==> src/rtl/pipe_stage_skid.sv <==
// Pipeline-stage register with valid/ready handshake, one-entry skid buffer,
// synchronous flush and a saturating stall counter.
// The main register (M) drives the out_* ports. The skid register (S) catches the
// word accepted in the cycle the stage fills, so in_ready can come straight from a flop.
module pipe_stage_skid #(
  parameter int unsigned WIDTH  = 8,
  parameter int unsigned NFIELD = 3,
  parameter int unsigned TAG_W  = 4,
  parameter int unsigned CNT_W  = 16
) (
  input  logic                     clk,
  input  logic                     reset,
  input  logic                     flush,
  input  logic                     in_valid,
  output logic                     in_ready,
  input  logic [NFIELD*WIDTH-1:0]  in_data,
  input  logic [TAG_W-1:0]         in_tag,
  output logic                     out_valid,
  input  logic                     out_ready,
  output logic [NFIELD*WIDTH-1:0]  out_data,
  output logic [TAG_W-1:0]         out_tag,
  output logic [1:0]               occupancy,
  output logic [CNT_W-1:0]         stall_cnt
);

  localparam int unsigned DW = NFIELD * WIDTH;
  localparam logic [CNT_W-1:0] CNT_MAX = {CNT_W{1'b1}};

  // Holding state: EMPTY (nothing), ONE (M only), TWO (M and S).
  // S is only ever valid when M is valid, so three states cover every case.
  typedef enum logic [1:0] {
    ST_EMPTY = 2'b00,
    ST_ONE   = 2'b01,
    ST_TWO   = 2'b10
  } state_e;

  state_e            state_q, state_d;

  logic              in_ready_q,  in_ready_d;
  logic              out_valid_q, out_valid_d;
  logic [1:0]        occupancy_q, occupancy_d;
  logic [CNT_W-1:0]  stall_q,     stall_d;

  logic [DW-1:0]     m_data_q, m_data_d;
  logic [TAG_W-1:0]  m_tag_q,  m_tag_d;
  logic [DW-1:0]     s_data_q, s_data_d;
  logic [TAG_W-1:0]  s_tag_q,  s_tag_d;

  logic              accept_c;
  logic              drain_c;
  logic              m_load_in_c;
  logic              m_load_skid_c;
  logic              s_load_c;

  // Occupancy state register.
  always_ff @(posedge clk or posedge reset) begin
    if (reset) begin
      state_q <= ST_EMPTY;
    end else begin
      state_q <= state_d;
    end
  end

  // Next-state, register-load enables and next values of the registered outputs.
  always_comb begin
    state_d       = state_q;
    m_load_in_c   = 1'b0;
    m_load_skid_c = 1'b0;
    s_load_c      = 1'b0;
    accept_c      = in_valid & in_ready_q;
    drain_c       = out_valid_q & out_ready;

    if (flush) begin
      // Squash everything held; any word offered this cycle is dropped.
      state_d = ST_EMPTY;
    end else begin
      unique case (state_q)
        ST_EMPTY: begin
          if (accept_c) begin
            m_load_in_c = 1'b1;
            state_d     = ST_ONE;
          end
        end
        ST_ONE: begin
          if (drain_c) begin
            // Drain and refill in the same cycle keeps one word per cycle.
            if (accept_c) begin
              m_load_in_c = 1'b1;
              state_d     = ST_ONE;
            end else begin
              state_d     = ST_EMPTY;
            end
          end else if (accept_c) begin
            // Downstream stalled: the word already in flight lands in S.
            s_load_c = 1'b1;
            state_d  = ST_TWO;
          end
        end
        ST_TWO: begin
          // in_ready is low here, so only a drain can change anything.
          if (drain_c) begin
            m_load_skid_c = 1'b1;
            state_d       = ST_ONE;
          end
        end
        default: begin
          state_d = ST_EMPTY;
        end
      endcase
    end

    in_ready_d  = (state_d != ST_TWO);
    out_valid_d = (state_d != ST_EMPTY);
    unique case (state_d)
      ST_ONE:  occupancy_d = 2'(1);
      ST_TWO:  occupancy_d = 2'(2);
      default: occupancy_d = 2'(0);
    endcase
  end

  // Handshake and occupancy outputs, each straight from its own flop.
  always_ff @(posedge clk or posedge reset) begin
    if (reset) begin
      in_ready_q  <= 1'b1;
      out_valid_q <= 1'b0;
      occupancy_q <= 2'(0);
    end else begin
      in_ready_q  <= in_ready_d;
      out_valid_q <= out_valid_d;
      occupancy_q <= occupancy_d;
    end
  end

  // Next values of the M and S data/tag registers.
  always_comb begin
    m_data_d = m_data_q;
    m_tag_d  = m_tag_q;
    s_data_d = s_data_q;
    s_tag_d  = s_tag_q;
    if (m_load_in_c) begin
      m_data_d = in_data;
      m_tag_d  = in_tag;
    end else if (m_load_skid_c) begin
      m_data_d = s_data_q;
      m_tag_d  = s_tag_q;
    end
    if (s_load_c) begin
      s_data_d = in_data;
      s_tag_d  = in_tag;
    end
  end

  // Data and tag registers; left untouched by flush since valid gates them.
  always_ff @(posedge clk or posedge reset) begin
    if (reset) begin
      m_data_q <= DW'(0);
      m_tag_q  <= TAG_W'(0);
      s_data_q <= DW'(0);
      s_tag_q  <= TAG_W'(0);
    end else begin
      m_data_q <= m_data_d;
      m_tag_q  <= m_tag_d;
      s_data_q <= s_data_d;
      s_tag_q  <= s_tag_d;
    end
  end

  // Stall counter next value: counts output-stalled cycles, saturating at all-ones.
  always_comb begin
    stall_d = stall_q;
    if (out_valid_q && !out_ready && (stall_q != CNT_MAX)) begin
      stall_d = stall_q + CNT_W'(1);
    end
  end

  // Stall counter register; only reset clears it.
  always_ff @(posedge clk or posedge reset) begin
    if (reset) begin
      stall_q <= CNT_W'(0);
    end else begin
      stall_q <= stall_d;
    end
  end

  assign in_ready  = in_ready_q;
  assign out_valid = out_valid_q;
  assign out_data  = m_data_q;
  assign out_tag   = m_tag_q;
  assign occupancy = occupancy_q;
  assign stall_cnt = stall_q;

endmodule

==> config.mk <==
export PLATFORM = sky130hd
export DESIGN_NAME = pipe_stage_skid
export DESIGN_NICKNAME = d
export VERILOG_FILES = /design/src/rtl/pipe_stage_skid.sv
export SDC_FILE = /design/constraint.sdc
export NUM_CORES = 1
export LEC_CHECK = 0
export BUFFER_PORTS_ARGS = -buffer_cell sky130_fd_sc_hd__buf_2
export CORE_UTILIZATION = 48
export CTS_CLUSTER_DIAMETER = 100
export DETAILED_ROUTE_END_ITERATION = 8
export GPL_TIMING_DRIVEN = 0
export PLACE_DENSITY = 0.78
export SLEW_MARGIN = 15
export SYNTH_ARGS = -nofsm -noshare
export SYNTH_HDL_FRONTEND = slang
export SYNTH_SLANG_ARGS = --single-unit
==> constraint.sdc <==
create_clock -name clk -period 2.9 [get_ports clk]
set_input_delay 0.87 -clock clk [delete_from_list [all_inputs] [get_ports clk]]
set_output_delay 0.87 -clock clk [all_outputs]
set_load 0.005 [all_outputs]
==> key figures <==
Route
  – WL final: 7.025 mm
  – Vias per cell: 5.354
  – DRC: 0
  – Via count: 2404
  – DR pass1 iterations: 4
  – Routed Antenna Nets: 0
  – Routed wire per std cell: 15.65 um
  – DRT iter0 DRCs: 114

Setup path
  – CP peak stage delay: 600 ps
  – CP Depth: 6
  – WP buf/inv: 2
  – R2r setup slk: 780 ps
  – Startpoint of the worst register-to-register path: stall_cnt[0]$_DFFE_PP0P_
  – Worst EP arrival: 2460 ps
  – Crit path max fanout: 10
  – CP startpoint kind: primary input
  – Setup CP Type: primary input to flip-flop
  – Crit-path slowest cell: nor2_1
  – Critical Path RT: 3180 ps
  – Most frequent CP cell: buf_2
  – Critical-path cell list: buf_2 > a21bo_2 > nor4b_1 > nor2_1 > buf_2 > a21o_1
  – Reg2Reg Depth: 5
  – R2R Path End: stall_cnt[1]$_DFFE_PP0P_
  – Worst Setup End Kind: flip-flop
  – CP top delay family: simple AND/OR/NAND/NOR gates

Die
  – Die ar.: 0.007405 sq mm
  – Initial core utilization: 0.4991
  – Core Area: 0.006794 sq mm
  – Row cnt: 30
  – Num ports: 81
  – Die span in x: 86.05 um
  – Die Span Y: 86.05 um

Cells and area
  – Fillers: 555
  – Most frequent cells in the layout: buf_2 (85), dfrtp_1 (77), a22o_1 (28), a21o_1 (28), mux2_4 (20)
  – Synthesis-to-layout area growth: 23.36%
  – FF+latch area: 0.001953 sq mm
  – N_diodes: 0
  – Nets: 382
  – Commonest non-fill, non-tap cell in the layout: buf_2
  – Proportion of layout cells with a drive suffix above 1: 0.3938
  – Post-layout util: 0.6157
  – Multi-input gate area: 0.001355 sq mm

STA
  – # setup viols final: 0
  – Max frequency: 459.3 MHz
  – Final hold violation count: 0
  – Hold WS: 473.1 ps
  – Max-slew violations: 0
  – RSZ-0062 raised after global routing: no
  – Rel. slew slack: 0.3814
  – Worst-Margin Slew: 919.5 ps
  – Clock Skew: 10.50 ps
  – Min Tclk post-route: 2177 ps
  – Final period util: 0.7508

Clocking
  – Clk root buf: clkbuf_8
  – Postcts setup bufs: 0
  – Hold buffer count at cts: 0
  – CTS tree: yes
  – Num CTS Buffers: 9
  – CTS resizes: 0
  – H-tree depth: 3
  – Clock Path Buffers: 2
  – Clock latency on the worst-skew pair: 350 ps
  – # clock sinks: 78
  – Clock transition at path regs: 90 ps

Yosys
  – Synth Instances: 257
  – Mean Syn Cell Area: 13.19 sq um
  – Unique masters post-synth: 37
  – FF+latch count, synth: 78
  – Post-synth ARST share: 1.000
  – Synth Warn #: 0
  – Most used flip-flop cell after synthesis: dfrtp_1
  – Share of the synthesized area in the top cell type: 0.5683
  – Synth area leaders: dfrtp_1 (57%), mux2_4 (8.9%), a22o_1 (7.2%)
  – Syn Nets: 291
  – Seq/Total Area, Yosys: 0.5760
  – Area leader, netlist: dfrtp_1
  – Mapped Area: 0.003391 sq mm
  – EDFF count, synth: 0

Global route
  – Top Usage Layer GRT: met2
  – Global route total overflow: 0
  – Global-route wire length before repair: 11.45 mm
  – Routing usage on met3: 0.04909
  – Antenna violations before repair: 0
  – Number of global-route vias before repair: 2383
  – Pin count of the biggest net entering global routing: 47
  – GR Util met2: 0.3131
  – Total GRT Usage: 0.2015
  – Global Route met1 Usage: 0.2741

Hold path
  – Hold depth: 1
  – Hold wc startpoint: out_data[6]$_DFFE_PP0P_
  – Hold endpoint: out_data[6]$_DFFE_PP0P_
  – Hold Path Class: flip-flop to flip-flop

Power
  – Power Total: 3240 uW
  – Static leakage: 0.002223 uW
  – Power per standard cell area: 774.6 mW/mm^2
  – Max VDD drop: 0.3682 mV

Flow run
  – Max-Cap Viols: 0

Placement
  – Post-DP HPWL: 4.741 mm
  – GP Congestion: 0.7994
  – I/O Buffers: 79

Status
  – Status: finished clean
## power breakdown
part | switching, uW | leakage, uW | total, uW | internal, uW
clock | 414 | 0.000116 | 988 | 574
combinational | 249 | 0.00113 | 666 | 417
sequential | 197 | 0.000979 | 1590 | 1390
## area by class of cell
class	count	share of cell area
well taps	96	0.02872
inverters	2	0.002393
plain buffers	12	0.01795
flip-flops and latches	78	0.4669
repair buffers	80	0.1011
multi-input cells	165	0.3240
clock inverters	7	0.02932
clock buffers	9	0.02961
## synth_stat cells (all sizes together) (3+ instances only)
master  instances
xnor2           8
a21oi           6
nor2           11
clkbuf          3
dfrtp          77
xor2            4
nand4           5
nor3            6
buf             9
and3            3
a21o           28
nand3          11
mux2           30
a22o           28
nand2           5
## per-stage QoR
step                cells  area [sq um]  setup slack, ps  setup TNS, ps
floorplan             257          3391            36.62              0
global placement      432          3906           -884.3         -67940
detailed placement    433          3936            296.4              0
CTS                   449          4183            656.2              0
global route          449          4183            576.7              0
finish                449          4183            722.7              0
## worst max-delay path by stage
stage / start / endpoint
floorplan: reset / occupancy[0]$_DFF_PP0_
global placement: reset / s_data_q[17]$_DFFE_PP0P_
detailed placement: out_ready / out_tag[2]$_DFFE_PP0P_
CTS: out_ready / out_tag[2]$_DFFE_PP0P_
global route: stall_cnt[0]$_DFFE_PP0P_ / stall_cnt[1]$_DFFE_PP0P_
finish: out_ready / out_tag[2]$_DFFE_PP0P_
## routing by layer
metal,wire [um],up-vias
met3,316,10
met5,0,-
met4,115,0
met1,3245,1188
li1,-,1130
met2,3348,76
## sequential cells by signal, summed over array words and instances (netlist names)
register / count
state_q: 2
s_data_q: 24
out_valid: 1
occupancy: 2
out_data: 24
in_ready: 1
out_tag: 4
stall_cnt: 16
s_tag_q: 4
## cell families after synthesis
logic type / Yosys count / synth area share
multiplexers: 30 / 0.1218
AO/OA/AOI/OAI: 68 / 0.1557
flip-flops: 78 / 0.5760
AND/OR/NAND/NOR: 54 / 0.08746
XOR/XNOR: 12 / 0.03100
adder cells (fa/ha/maj): 1 / 0.003689
buffers and inverters: 14 / 0.02435
Note: power is estimated with default switching activity, not from simulation.
